`src/rtl/alu_if.sv`:
```
// Bus bundle for the 74181-style ALU slice: operation inputs and registered results.
interface alu_if;
    logic [3:0] s;
    logic [3:0] a;
    logic [3:0] b;
    logic       cn;
    logic       m;
    logic [3:0] f;
    logic       p;
    logic       g;
    logic       a_eq_b;
    logic       cn_4;

    // Requester side: drives the operation, observes the registered result.
    modport master (
        output s, a, b, cn, m,
        input  f, p, g, a_eq_b, cn_4
    );

    // ALU side: samples the operation, drives the registered result.
    modport slave (
        input  s, a, b, cn, m,
        output f, p, g, a_eq_b, cn_4
    );
endinterface

```
`src/rtl/alu_74181.sv`:
```
// Clocked 4-bit 74181 ALU slice (active-high data). Computes the 16 logic and
// 16 arithmetic functions of a and b plus the lookahead group outputs p/g,
// ripple carry-out cn_4 and the a_eq_b compare flag. One cycle of latency.
module alu_74181 (
    input  logic   clk,
    input  logic   rst,
    alu_if.slave   bus
);

    // Per-bit propagate term selected by s[1:0]; a set a_i always propagates.
    function automatic logic [3:0] bit_prop(input logic [3:0] a,
                                            input logic [3:0] b,
                                            input logic [3:0] s);
        return a | (b & {4{s[0]}}) | (~b & {4{s[1]}});
    endfunction

    // Per-bit generate term selected by s[3:2]; always a subset of propagate.
    function automatic logic [3:0] bit_gen(input logic [3:0] a,
                                           input logic [3:0] b,
                                           input logic [3:0] s);
        return (a & ~b & {4{s[2]}}) | (a & b & {4{s[3]}});
    endfunction

    logic [3:0] prop;
    logic [3:0] gen;
    logic [4:0] carry;

    logic [3:0] f_d;
    logic       p_d;
    logic       g_d;
    logic       cn_4_d;
    logic       a_eq_b_d;

    logic [3:0] f_q;
    logic       p_q;
    logic       g_q;
    logic       cn_4_q;
    logic       a_eq_b_q;

    // Combinational slice: P/G terms, ripple carry, result and group outputs.
    always_comb begin
        prop     = bit_prop(bus.a, bus.b, bus.s);
        gen      = bit_gen(bus.a, bus.b, bus.s);
        carry    = 5'b0;
        carry[0] = ~bus.cn;
        for (int i = 0; i < 4; i++) begin
            carry[i+1] = gen[i] | (prop[i] & carry[i]);
        end

        // Logic mode ignores the carries entirely; arithmetic mode is P + G + c0.
        if (bus.m) begin
            f_d = ~(prop ^ gen);
        end else begin
            f_d = prop ^ gen ^ carry[3:0];
        end

        // Group outputs are mode-independent so cascading lookahead stays valid.
        p_d      = ~(&prop);
        g_d      = ~(gen[3]
                   | (prop[3] & gen[2])
                   | (prop[3] & prop[2] & gen[1])
                   | (prop[3] & prop[2] & prop[1] & gen[0]));
        cn_4_d   = ~carry[4];
        a_eq_b_d = &f_d;
    end

    // Output register; reset forces the idle pattern and drops any in-flight result.
    always_ff @(posedge clk) begin
        if (rst) begin
            f_q      <= 4'h0;
            p_q      <= 1'b1;
            g_q      <= 1'b1;
            cn_4_q   <= 1'b1;
            a_eq_b_q <= 1'b0;
        end else begin
            f_q      <= f_d;
            p_q      <= p_d;
            g_q      <= g_d;
            cn_4_q   <= cn_4_d;
            a_eq_b_q <= a_eq_b_d;
        end
    end

    assign bus.f      = f_q;
    assign bus.p      = p_q;
    assign bus.g      = g_q;
    assign bus.cn_4   = cn_4_q;
    assign bus.a_eq_b = a_eq_b_q;

endmodule

```
`src/flat_wrapper.sv`:
```
// flat-port wrapper written by rule: the top's interface ports become plain ports
module alu_74181_flat 
  (clk, rst, bus_s, bus_a, bus_b, bus_cn, bus_m, bus_f, bus_p, bus_g, bus_a_eq_b, bus_cn_4);
  alu_if bus_i ();
  input  logic clk;
  input  logic rst;
  input wire logic [$bits(bus_i.s)-1:0] bus_s;
  input wire logic [$bits(bus_i.a)-1:0] bus_a;
  input wire logic [$bits(bus_i.b)-1:0] bus_b;
  input wire logic [$bits(bus_i.cn)-1:0] bus_cn;
  input wire logic [$bits(bus_i.m)-1:0] bus_m;
  output wire logic [$bits(bus_i.f)-1:0] bus_f;
  output wire logic [$bits(bus_i.p)-1:0] bus_p;
  output wire logic [$bits(bus_i.g)-1:0] bus_g;
  output wire logic [$bits(bus_i.a_eq_b)-1:0] bus_a_eq_b;
  output wire logic [$bits(bus_i.cn_4)-1:0] bus_cn_4;
  assign bus_i.s = bus_s;
  assign bus_i.a = bus_a;
  assign bus_i.b = bus_b;
  assign bus_i.cn = bus_cn;
  assign bus_i.m = bus_m;
  assign bus_f = bus_i.f;
  assign bus_p = bus_i.p;
  assign bus_g = bus_i.g;
  assign bus_a_eq_b = bus_i.a_eq_b;
  assign bus_cn_4 = bus_i.cn_4;
  alu_74181 u_core (.clk(clk), .rst(rst), .bus(bus_i));
endmodule
```
`config.mk`:
```
export PLATFORM = sky130hd
export DESIGN_NAME = alu_74181_flat
export DESIGN_NICKNAME = d
export VERILOG_FILES = /design/src/rtl/alu_if.sv /design/src/rtl/alu_74181.sv /design/src/flat_wrapper.sv
export SDC_FILE = /design/constraint.sdc
export NUM_CORES = 1
export LEC_CHECK = 0
export BUFFER_PORTS_ARGS = -buffer_cell sky130_fd_sc_hd__clkbuf_2
export CELL_PAD_IN_SITES_DETAIL_PLACEMENT = 0
export CELL_PAD_IN_SITES_GLOBAL_PLACEMENT = 1
export CORE_MARGIN = 2
export CORE_UTILIZATION = 36
export DETAILED_ROUTE_END_ITERATION = 10
export GPL_TIMING_DRIVEN = 0
export PLACE_DENSITY = 0.8
export SLEW_MARGIN = 20
export SYNTH_ARGS = -nofsm -noshare
export SYNTH_HDL_FRONTEND = slang
export SYNTH_SLANG_ARGS = --single-unit
export TNS_END_PERCENT = 30
```
`constraint.sdc`:
```
create_clock -name clk -period 3.9 [get_ports clk]
set_input_delay 0.78 -clock clk [delete_from_list [all_inputs] [get_ports clk]]
set_output_delay 0.78 -clock clk [all_outputs]
set_load 0.01 [all_outputs]
```
### Word level (Yosys, flattened, before mapping)

Cells that the tools add are included.

| storage, ports and cells | value |
|---|---|
| bits in registers | 8 |
| bits in latches | 0 |
| bits in writable memories | 0 |
| ROM bits | 0 |
| bits of input ports | 16 |
| output and inout port bits | 8 |
| logic and storage cells | 41 |
| memories | 0 |

| operators by class | value |
|---|---|
| $add $sub $neg | 0 |
| $mul | 0 |
| divide/modulo/power cells | 0 |
| $lt $le $gt $ge | 0 |
| equal/unequal tests | 0 |
| shift-type cells | 0 |
| muxes and demuxes | 1 |
| bitwise gates (word level) | 33 |
| reduce and logical (&&, ||, !) cells | 2 |

Operator list:

| cell | number |
|---|---|
| $and A4 B4 Y4 | 6 |
| $or A4 B4 Y4 | 3 |
| $and A1 B1 Y1 | 9 |
| $not A4 Y4 | 2 |
| $reduce_and A4 Y1 | 2 |
| $xor A4 B4 Y4 | 2 |
| $or A1 B1 Y1 | 7 |
| $mux W4 | 1 |
| $not A1 Y1 | 4 |

### Logic depth before layout (Yosys ltp)

| logic depth | value |
|---|---|
| depth after elaboration | 12 |
| mapped depth | 7 |
| mapped depth without buffers | 6 |

### Worst setup path before layout

Ideal clock, no wire load.

| timing path | value |
|---|---|
| path kind | in2reg |
| from | input port bus_b[1] |
| to | register u_core.a_eq_b_q (netlist: u_core.bus.a_eq_b) |
| library setup time | 0.090 ns |
| arrival time | 1.950 ns |
| required time | 3.810 ns |
| slack | 1.860 ns |
| stages on the path | 6 |
| path buffers | 1 |
| cells stage by stage | buf_2 a22o_1 a221oi_1 o21ai_0 xor2_1 nor4bb_2 |

| between the ends | value |
|---|---|
| word-level cells in the longest chain between the ends | 10 |
| elaborated cells between the ends (all ways) | 19 |
| classes of those cells | 1 x mux; 17 x bitwise; 1 x reduce/logical |

RTL lines:

| item | RTL line | RTL |
|---|---|---|
| from (decl) | flat_wrapper.sv:9 | `input wire logic [$bits(bus_i.b)-1:0] bus_b;` |
| $and A4 B4 Y4 / $not A4 Y4 (equally long branches) | alu_74181.sv:14, alu_74181.sv:21 |  |
| $or A4 B4 Y4, or another cell as far along | alu_74181.sv:14 | `return a \| (b & {4{s[0]}}) \| (~b & {4{s[1]}});` |
| $or A4 B4 Y4 / $and A4 B4 Y4 (equally long branches) | alu_74181.sv:14, alu_74181.sv:21 |  |
| $and A1 B1 Y1 / $or A4 B4 Y4 (equally long branches) | alu_74181.sv:47, alu_74181.sv:21 |  |
| $or A1 B1 Y1 | alu_74181.sv:47 | `carry[i+1] = gen[i] \| (prop[i] & carry[i]);` |
| $and A1 B1 Y1 | alu_74181.sv:47 |  |
| $or A1 B1 Y1 | alu_74181.sv:47 |  |
| $xor A4 B4 Y4 | alu_74181.sv:54 | `f_d = prop ^ gen ^ carry[3:0];` |
| $mux W4 (*) | alu_74181.sv:51 | `if (bus.m) begin` |
| $reduce_and A4 Y1 (*) | alu_74181.sv:64 | `a_eq_b_d = &f_d;` |
| to (signal assigned) | alu_74181.sv:80 | `a_eq_b_q <= a_eq_b_d;` |
| to (decl) | alu_74181.sv:38 | `logic a_eq_b_q;` |

Mark *: on every way between the ends. The rest lies on a longest branch, timed or not.
A chain may end at the register's enable or synchronous reset.

### Final worst setup path

| timing path | value |
|---|---|
| from | input port bus_b[0] |
| to | register u_core.a_eq_b_q (netlist: u_core.bus.a_eq_b) |

| between the ends | value |
|---|---|
| word-level cells in the longest chain between the ends | 12 |
| elaborated cells between the ends (all ways) | 21 |
| classes of those cells | 1 x mux; 19 x bitwise; 1 x reduce/logical |

RTL lines:

| item | RTL line |
|---|---|
| $and A4 B4 Y4 / $not A4 Y4 (equally long branches) | alu_74181.sv:14, alu_74181.sv:21 |
| $or A4 B4 Y4, or another cell as far along | alu_74181.sv:14 |
| $or A4 B4 Y4 / $and A4 B4 Y4 (equally long branches) | alu_74181.sv:14, alu_74181.sv:21 |
| $and A1 B1 Y1 / $or A4 B4 Y4 (equally long branches) | alu_74181.sv:47, alu_74181.sv:21 |
| $or A1 B1 Y1 | alu_74181.sv:47 |
| $and A1 B1 Y1 | alu_74181.sv:47 |
| $or A1 B1 Y1 | alu_74181.sv:47 |
| $and A1 B1 Y1 | alu_74181.sv:47 |
| $or A1 B1 Y1 | alu_74181.sv:47 |
| $xor A4 B4 Y4 | alu_74181.sv:54 |
| $mux W4 (*) | alu_74181.sv:51 |
| $reduce_and A4 Y1 (*) | alu_74181.sv:64 |

Marks and branches as above.

==> flow_summary.json <==
{
  "status": "complete, no violations",
  "tritoncts": "yes",
  "dpl.hpwl_um": 1140,
  "grt_overflow": 0,
  "vias": 630,
  "ys.warnings.count": 0,
  "p_total_w": 0.000232,
  "critPathArrivalTime_ns": 2.39,
  "slew_viol_final": 0,
  "cp_max_fo": 4,
  "hold_class": "in2reg",
  "portBuffers": 22,
  "endpoint_kind": "flip-flop",
  "yosysSeqAreaShare": 0.256,
  "area_growth_pct": 24.6,
  "synth_top_flop_cell": "dfxtp_1",
  "hold_viol_final": 0,
  "start_kind": "input pin",
  "tightestPinTransition_ns": 0.422,
  "num_rows": 15,
  "grt_max_degree": 9,
  "endpoint": "u_core.bus.a_eq_b",
  "setup_viol_count_final": 0,
  "ys_types": 33,
  "cp_slowest_cell": "a221oi_1",
  "track_usage": 0.152,
  "critical_path_class": "in2reg",
  "power_leakage_nw": 0.378,
  "post-route-worst-setup-slack_ns": 1.67,
  "routedWlPerCell_um": 12.2,
  "netlist_area_um2": 626,
  "pin_count": 24,
  "cts_buffers": 3,
  "post-cts-setup-buffer-count": 0,
  "grt_pass1_vias": 555,
  "crit_start": "bus_b[0]",
  "die_x_um": 45.7,
  "tns_ns": 0,
  "place_area_um2": 757,
  "clock_path_buffers": 2,
  "path_clk_slew_ns": 0.05,
  "rsz0062_at_grt": "no",
  "grt_pass1_wl_um": 2290,
  "nets": 115,
  "fin_crit_sh": 0.573,
  "async_flop_share": 0,
  "htree_num_levels": 1,
  "cp_top_family": "compound AO/OA/AOI/OAI gates",
  "drc": 0,
  "route.final.wire_length_um": 1390,
  "n_antenna_cell": 0,
  "relSlewSlack": 0.716,
  "final_util": 0.467,
  "cts_sinks": 8,
  "synth_seq_cells": 8,
  "cp.depth": 7,
  "max_stage_delay_ns": 0.38,
  "start_util": 0.375,
  "cp_num_buf_inv": 1,
  "p_per_area_nw_per_um2": 298,
  "cts-root-buf": "clkbuf_4",
  "drt_iter0_markers": 21,
  "synthTopCellsByArea": "dfxtp_1 26%, mux4_1 8.4%, mux2_2 7.2%",
  "chipHeight_um": 45.7,
  "drive_gt1_frac": 0.371,
  "synth_top_cell_by_area": "dfxtp_1",
  "cts_hold_buf": 0,
  "first_pass_iters": 4,
  "fmax_mhz": 447,
  "fin_area_um2": 779,
  "dieArea_um2": 2090,
  "dp_slack_ns": 1.46,
  "synth_edf_count": 0,
  "cts_resized": 0,
  "drtAntennaViolNets": 0,
  "cp_cell_sequence": "clkbuf_2, mux2i_1, a21oi_1, a221oi_1, o21ai_0, xor2_1, nor4bb_2",
  "required_ns": 4.06,
  "syn_inst": 72,
  "syn_nets": 88,
  "vias_per_cell": 5.53,
  "core_area_um2": 1670,
  "drv_cap": 0,
  "synth.avg_cell_area_um2": 8.69,
  "irDropWorstVdd_mv": 0.0868,
  "gp_congestion": 0.730,
  "period_needed_ns": 2.23,
  "yosys.area.top_type_share": 0.256,
  "antenna_found_initial": 0
}
final cells by class:
cell class / count / area, um^2
timing repair buffer: 22 / 110
tap: 17 / 21.3
multi-input combinational: 57 / 438
clock buffer: 3 / 22.5
fill: 177 / 891
sequential: 8 / 160
inverter: 6 / 22.5
buffer: 1 / 5.00
how the worst min path moves through the flow:
stage,depth (start not counted),startpoint,endpoint
after global placement,2,rst,u_core.bus.f[1]
final,2,rst,u_core.bus.f[2]
after global routing,2,rst,u_core.bus.f[2]
after CTS,2,rst,u_core.bus.f[1]
after floorplan,1,rst,u_core.bus.a_eq_b
after detailed placement,2,rst,u_core.bus.f[1]
power breakdown:
part           switching (W)  internal [W]
Clock              0.0000238     0.0000349
Sequential        0.00000171     0.0000901
Combinational      0.0000429     0.0000386
state kept, by name, indices dropped and copies added (netlist names):
signal,cells
u_core.bus.f,4
u_core.bus.g,1
u_core.bus.p,1
u_core.bus.a_eq_b,1
u_core.bus.cn_4,1
cells in the mapped netlist (2+ instances only):
| cell | number |
|---|---|
| mux2_2 | 4 |
| o21ai_0 | 3 |
| a21oi_1 | 3 |
| xnor2_1 | 2 |
| inv_1 | 5 |
| mux4_1 | 2 |
| o22ai_1 | 3 |
| xor2_1 | 2 |
| dfxtp_1 | 8 |
| nor2_1 | 4 |
| a21o_1 | 2 |
| nand2_1 | 12 |
| nand3_1 | 2 |
cell usage in the layout (no fill, tap or decap), types with 2 or more instances in the layout:
master / n
o22ai_1: 3
xnor2_1: 2
nor2_1: 4
mux4_1: 2
inv_1: 5
nand2_1: 12
o21ai_0: 3
a21oi_1: 3
xor2_1: 2
a21o_1: 2
nand3_1: 2
clkbuf_2: 22
mux2_2: 4
dfxtp_1: 8
clkbuf_4: 3
per-layer routing:
metal  vias to the layer above  part of all wire  global-route usage
met2                        28              0.47               0.231
met3                         4             0.071              0.0159
met4                         0             0.020               0.129
met5                         -                 0                   0
li1                        318                 -                   -
met1                       280              0.44               0.190
logic make-up (layout without fill, tap and decap cells):
| kind of cell | after synthesis | in the layout | share of synthesized area |
|---|---|---|---|
| DFF | 8 | 8 | 0.256 |
| muxes | 8 | 8 | 0.208 |
| xor gates and xnor gates | 4 | 4 | 0.0560 |
| and+or+nand+nor | 26 | 26 | 0.218 |
| buffers and inverters | 7 | 32 | 0.0440 |
| AOI/OAI and AO/OA | 19 | 19 | 0.218 |
metrics by stage:
stage / hold slack (ns) / instances
floorplan: 0.850 / 72
global placement: 1.07 / 111
detailed placement: 1.07 / 111
CTS: 0.804 / 114
global route: 0.820 / 114
finish: 0.816 / 114
No activity file was read; power rests on OpenSTA's default activity.
